`src/rtl/uart_tx_frame.sv`:
```
// Parametrised UART serializer: start bit, DATA_W data bits LSB first, optional parity, stop bits.
// Define UART_TX_PARITY_EN to build the PARITY state and the runtime parity_en/parity_odd controls.
module uart_tx_frame #(
  parameter int unsigned DATA_W    = 8,
  parameter int unsigned OVS       = 16,
  parameter int unsigned STOP_BITS = 1
) (
  input  logic              clk,
  input  logic              rst_n,
  input  logic              b_tick,
  input  logic              tx_start,
  input  logic [DATA_W-1:0] tx_data,
  input  logic              parity_en,
  input  logic              parity_odd,
  output logic              tx_busy,
  output logic              tx_done,
  output logic              tx
);

  localparam int unsigned TW = (OVS > 1) ? $clog2(OVS) : 1;
  localparam int unsigned BW = (DATA_W > 2) ? $clog2(DATA_W) : 1;

  localparam logic [TW-1:0] TickLast = TW'(OVS - 1);
  localparam logic [BW-1:0] DataLast = BW'(DATA_W - 1);
  localparam logic [BW-1:0] StopLast = BW'(STOP_BITS - 1);

  localparam logic [2:0] StIdle   = 3'd0;
  localparam logic [2:0] StStart  = 3'd1;
  localparam logic [2:0] StData   = 3'd2;
`ifdef UART_TX_PARITY_EN
  localparam logic [2:0] StParity = 3'd3;
`endif
  localparam logic [2:0] StStop   = 3'd4;

  logic [2:0]        state_q, state_d;
  logic [TW-1:0]     tick_q, tick_d;
  logic [BW-1:0]     bit_q, bit_d;
  logic [BW-1:0]     bit_inc;
  logic [DATA_W-1:0] data_q, data_d;
  logic              tx_q, tx_d;
  logic              busy_q, busy_d;
  logic              done_q, done_d;
  logic              bit_end;
  logic              accept;

`ifdef UART_TX_PARITY_EN
  logic par_en_q, par_en_d;
  logic par_odd_q, par_odd_d;
  logic par_bit;

  assign par_bit = (^data_q) ^ par_odd_q;
`else
  logic unused_parity;

  assign unused_parity = parity_en ^ parity_odd;
`endif

  assign bit_end = b_tick && (tick_q == TickLast);
  assign bit_inc = bit_q + 1'b1;

  always_comb begin
    state_d = state_q;
    tick_d  = tick_q;
    bit_d   = bit_q;
    data_d  = data_q;
    tx_d    = tx_q;
    busy_d  = busy_q;
    done_d  = 1'b0;
    accept  = 1'b0;
`ifdef UART_TX_PARITY_EN
    par_en_d  = par_en_q;
    par_odd_d = par_odd_q;
`endif

    if (b_tick && (state_q != StIdle)) begin
      tick_d = bit_end ? '0 : tick_q + 1'b1;
    end

    case (state_q)
      StIdle: begin
        accept = tx_start;
      end
      StStart: begin
        if (bit_end) begin
          state_d = StData;
          bit_d   = '0;
          tx_d    = data_q[0];
        end
      end
      StData: begin
        if (bit_end) begin
          if (bit_q == DataLast) begin
`ifdef UART_TX_PARITY_EN
            if (par_en_q) begin
              state_d = StParity;
              tx_d    = par_bit;
            end else begin
`else
            begin
`endif
              state_d = StStop;
              bit_d   = '0;
              tx_d    = 1'b1;
            end
          end else begin
            bit_d = bit_inc;
            tx_d  = data_q[bit_inc];
          end
        end
      end
`ifdef UART_TX_PARITY_EN
      StParity: begin
        if (bit_end) begin
          state_d = StStop;
          bit_d   = '0;
          tx_d    = 1'b1;
        end
      end
`endif
      StStop: begin
        if (bit_end) begin
          if (bit_q == StopLast) begin
            // Final stop edge doubles as an accept window for gap-free frames.
            done_d = 1'b1;
            accept = tx_start;
            if (!tx_start) begin
              state_d = StIdle;
              busy_d  = 1'b0;
              tx_d    = 1'b1;
            end
          end else begin
            bit_d = bit_inc;
          end
        end
      end
      default: begin
        state_d = StIdle;
        busy_d  = 1'b0;
        tx_d    = 1'b1;
      end
    endcase

    if (accept) begin
      state_d = StStart;
      tick_d  = '0;
      bit_d   = '0;
      data_d  = tx_data;
      tx_d    = 1'b0;
      busy_d  = 1'b1;
`ifdef UART_TX_PARITY_EN
      par_en_d  = parity_en;
      par_odd_d = parity_odd;
`endif
    end
  end

  always_ff @(posedge clk or negedge rst_n) begin
    if (!rst_n) begin
      state_q <= StIdle;
      tick_q  <= '0;
      bit_q   <= '0;
      data_q  <= '0;
      tx_q    <= 1'b1;
      busy_q  <= 1'b0;
      done_q  <= 1'b0;
    end else begin
      state_q <= state_d;
      tick_q  <= tick_d;
      bit_q   <= bit_d;
      data_q  <= data_d;
      tx_q    <= tx_d;
      busy_q  <= busy_d;
      done_q  <= done_d;
    end
  end

`ifdef UART_TX_PARITY_EN
  always_ff @(posedge clk or negedge rst_n) begin
    if (!rst_n) begin
      par_en_q  <= 1'b0;
      par_odd_q <= 1'b0;
    end else begin
      par_en_q  <= par_en_d;
      par_odd_q <= par_odd_d;
    end
  end
`endif

  assign tx      = tx_q;
  assign tx_busy = busy_q;
  assign tx_done = done_q;

endmodule

```
`config.mk`:
```
export PLATFORM = sky130hd
export DESIGN_NAME = uart_tx_frame
export DESIGN_NICKNAME = d
export VERILOG_FILES = /design/src/rtl/uart_tx_frame.sv
export SDC_FILE = /design/constraint.sdc
export NUM_CORES = 1
export LEC_CHECK = 0
export CORE_UTILIZATION = 50
export DETAILED_ROUTE_END_ITERATION = 8
export PLACE_DENSITY = 0.74
export SLEW_MARGIN = 20
export SYNTH_ARGS = -nofsm -noshare
export SYNTH_HDL_FRONTEND = slang
export SYNTH_SLANG_ARGS = --single-unit
export TNS_END_PERCENT = 100
```
`constraint.sdc`:
```
create_clock -name clk -period 3.6 [get_ports clk]
set_clock_uncertainty 0.2 [all_clocks]
set_input_delay 1.08 -clock clk [delete_from_list [all_inputs] [get_ports clk]]
set_output_delay 1.08 -clock clk [all_outputs]
set_load 0.005 [all_outputs]
```
==> metrics.md <==
| Metric | Value |
|---|---|
| Unique cell type count in the Yosys netlist | 36 |
| Status | finished clean |
| Max-slew headroom | 52.0% |
| Worst Hold Class | flop to flop |
| Clock sink count | 21 |
| Slew @ Worst Pin | 0.714 ns |
| CTS tree | built |
| Diodes inserted | 0 |
| Ys Warns | 0 |
| RSZ-0062 raised after global routing | false |
| Setup TNS | 0 ns |
| Clock slew at reported path FFs | 0.13 ns |
| TritonRoute pass-1 iters | 4 |
| Fillers | 188 |
| Std cell rows | 17 |
| Die height | 51.8 um |
| Via density | 5.94 |
| WHS | 0.321 ns |
| Commonest cells in the netlist | dfrtp_1 (20), a21oi_1 (9), nor2_1 (9) |
| # placed instances | 150 |
| Most instantiated library cell after synthesis | dfrtp_1 |
| Max Clock Freq | 0.367 GHz |
| Synth Area per Inst | 10.8 um^2 |
| Startpoint types | input port |
| Ratio of cells with drive above 1 in the final layout | 21.4% |
| Finished Core Util | 61.1% |
| DR DRC count | 0 |
| GRT Residual Overflow | 0 |
| First-pass GRT wire length | 4.04 mm |
| Register area share after synthesis | 42.4% |
| Static Leak | 0.576 nW |
| Crit path max fanout | 13 |
| Pwr Density | 570 nW/um^2 |
| Total wire length | 2.29 mm |
| Seq. cell area | 527 um^2 |
| Initial antenna violation count | 0 |
| Final Hold Viols | 0 |
| Routed via count | 914 |
| Minimum clock period | 2.72 ns |
| Drt first-iter violations | 10 |
| Number of synthesized register bits | 21 |
| WS Path Type | input port to flop |
| # setup viols final | 0 |
| Critical Path RT | 3.60 ns |
| Max-cap check violation count | 0 |
| Final Cycle Share | 75.6% |
| Crit path arrival time | 2.72 ns |
| Synth Cell Area | 1240 um^2 |
| Setup crit end kind | flop |
| Multi-input gate area | 624 um^2 |
| Pwr Total | 0.792 mW |
| Resize count post-CTS | 0 |
| Worst hold stages | 1 |
| EDFF count, synth | 0 |
| Top Ports | 17 |
| # nets final | 145 |
| Max clock buf depth | 2 |
| Die Span X | 51.8 um |
| Share of the synthesized area in the top cell type | 40.3% |
| Setup bufs post-CTS | 0 |
| WL/cell | 14.9 um |
| Full die area | 2690 um^2 |
| Final Wtd Congestion | 0.868 |
| Root buf cell | clkbuf_4 |
| R2R cell count | 6 |
| Top_reg_cell synth | dfrtp_1 |
| Layout area overhead | 12.1% |
| Fin cells | 154 |
| Routed Antenna Nets | 0 |
| Syn Nets | 133 |
| Post-cts hold buffer count | 0 |
| CTS Buf Count | 3 |
| Number of global-route vias before repair | 921 |
| Synth area leader | dfrtp_1 |
| Worst-Skew Late Latency | 0.32 ns |
| HPWL after DPL | 1.67 mm |
| Global-route usage over all layers | 20.9% |
| H-tree Lvls | 1 |
| Synth area leaders | dfrtp_1 (40%), mux2_2 (6.4%), mux2_4 (6.0%) |
| Max-slew violations | 0 |
| Worst IR Drop VDD | 0.381 mV |
| Core area | 2280 um^2 |
| Synth async-reset ratio | 100% |
| I/O Buffers | 14 |
| Mapped Cells | 115 |
| Pin count of the biggest net entering global routing | 22 |
| Initial Utilization | 54.5% |
-- placed cells by master, fill, tap and decap left out --
cell             count
and4_4               1
clkdlybuf4s50_1     14
dfrtp_1             20
clkbuf_4             3
clkinv_2             1
a31o_2               2
a22oi_1              1
a21boi_0             1
buf_4                1
o31ai_1              3
nand2_1              4
and3_4               1
xnor2_1              1
or3_1                2
o2111ai_1            1
or3b_2               3
a221oi_1             1
nor3b_1              1
nor2b_1              1
mux2_4               5
dfstp_2              1
a31oi_1              1
a21o_1               2
inv_1                8
nand2b_1             4
mux4_2               2
mux2_2               7
o211ai_1             1
a211oi_1             1
a21oi_1              9
nand4_1              3
nor2_1               9
a311o_1              1
ha_1                 4
nand3_1              5
mux2i_1              1
-- layout make-up --
class | instances | share of cell area, %
Clock buffer | 3 | 1.62
Clock inverter | 1 | 0.360
Inverter | 8 | 2.16
Multi-Input combinational cell | 78 | 44.9
Sequential cell | 21 | 37.9
Timing Repair Buffer | 15 | 10.6
Tap cell | 28 | 2.52
-- per-stage QoR --
stage          instance area, um^2  setup slack [ns]
6_report                      1390             0.877
3_3_place_gp                  1360             0.570
4_1_cts                       1390             0.878
2_1_floorplan                 1240              1.05
3_5_place_dp                  1360             0.544
5_1_grt                       1390             0.848
-- sequential cells by signal (all words and copies together) (netlist names) --
register,flops
bit_q,3
data_q,8
state_q,3
tick_q,4
tx,1
tx_busy,1
tx_done,1
-- critical path, stage by stage --
cell	delay, ns
clkdlybuf4s50_1	0.50
and4_4	0.30
a21o_1	0.15
and3_4	0.32
mux2_2	0.36
-- power breakdown --
part | switching [mW] | internal (mW)
Combinational | 0.114 | 0.174
Clock | 0.0762 | 0.0416
Sequential | 0.0651 | 0.322
Total | 0.255 | 0.537
-- cells by family (layout without fill, tap and decap cells) --
group                    Yosys count  count (layout)  synth area share, %
flip-flops                        21              21                 42.4
multiplexers                      15              15                 16.8
buffers and inverters             16              27                 7.26
AO/OA/AOI/OAI                     24              24                 13.2
adder cells (fa/ha/maj)            4               4                 4.03
XOR/XNOR                           1               1                0.706
AND/OR/NAND/NOR                   34              34                 15.5
-- final timing paths --
path / startpoint / endpoint / slack, ns
worst max-delay path: b_tick / data_q[3] / 0.88
worst min-delay path: data_q[4] / data_q[4] / 0.32
worst max register to register: bit_q[0] / bit_q[0] / 1.29
worst min register to register: data_q[4] / data_q[4] / 0.32
max in group asynchronous: rst_n / tx / 2.03
min in group asynchronous: rst_n / tx_busy / 0.88
-- layer usage --
layer  GRT usage [%]  vias to the layer above  part of all wire (%)
li1                -                      440                     -
met1            27.5                      440                    46
met2            32.1                       29                    48
met3            4.09                        5                   3.6
met4            11.3                        0                   1.7
met5               0                        -                     0
(Power assumes the default switching activity.)
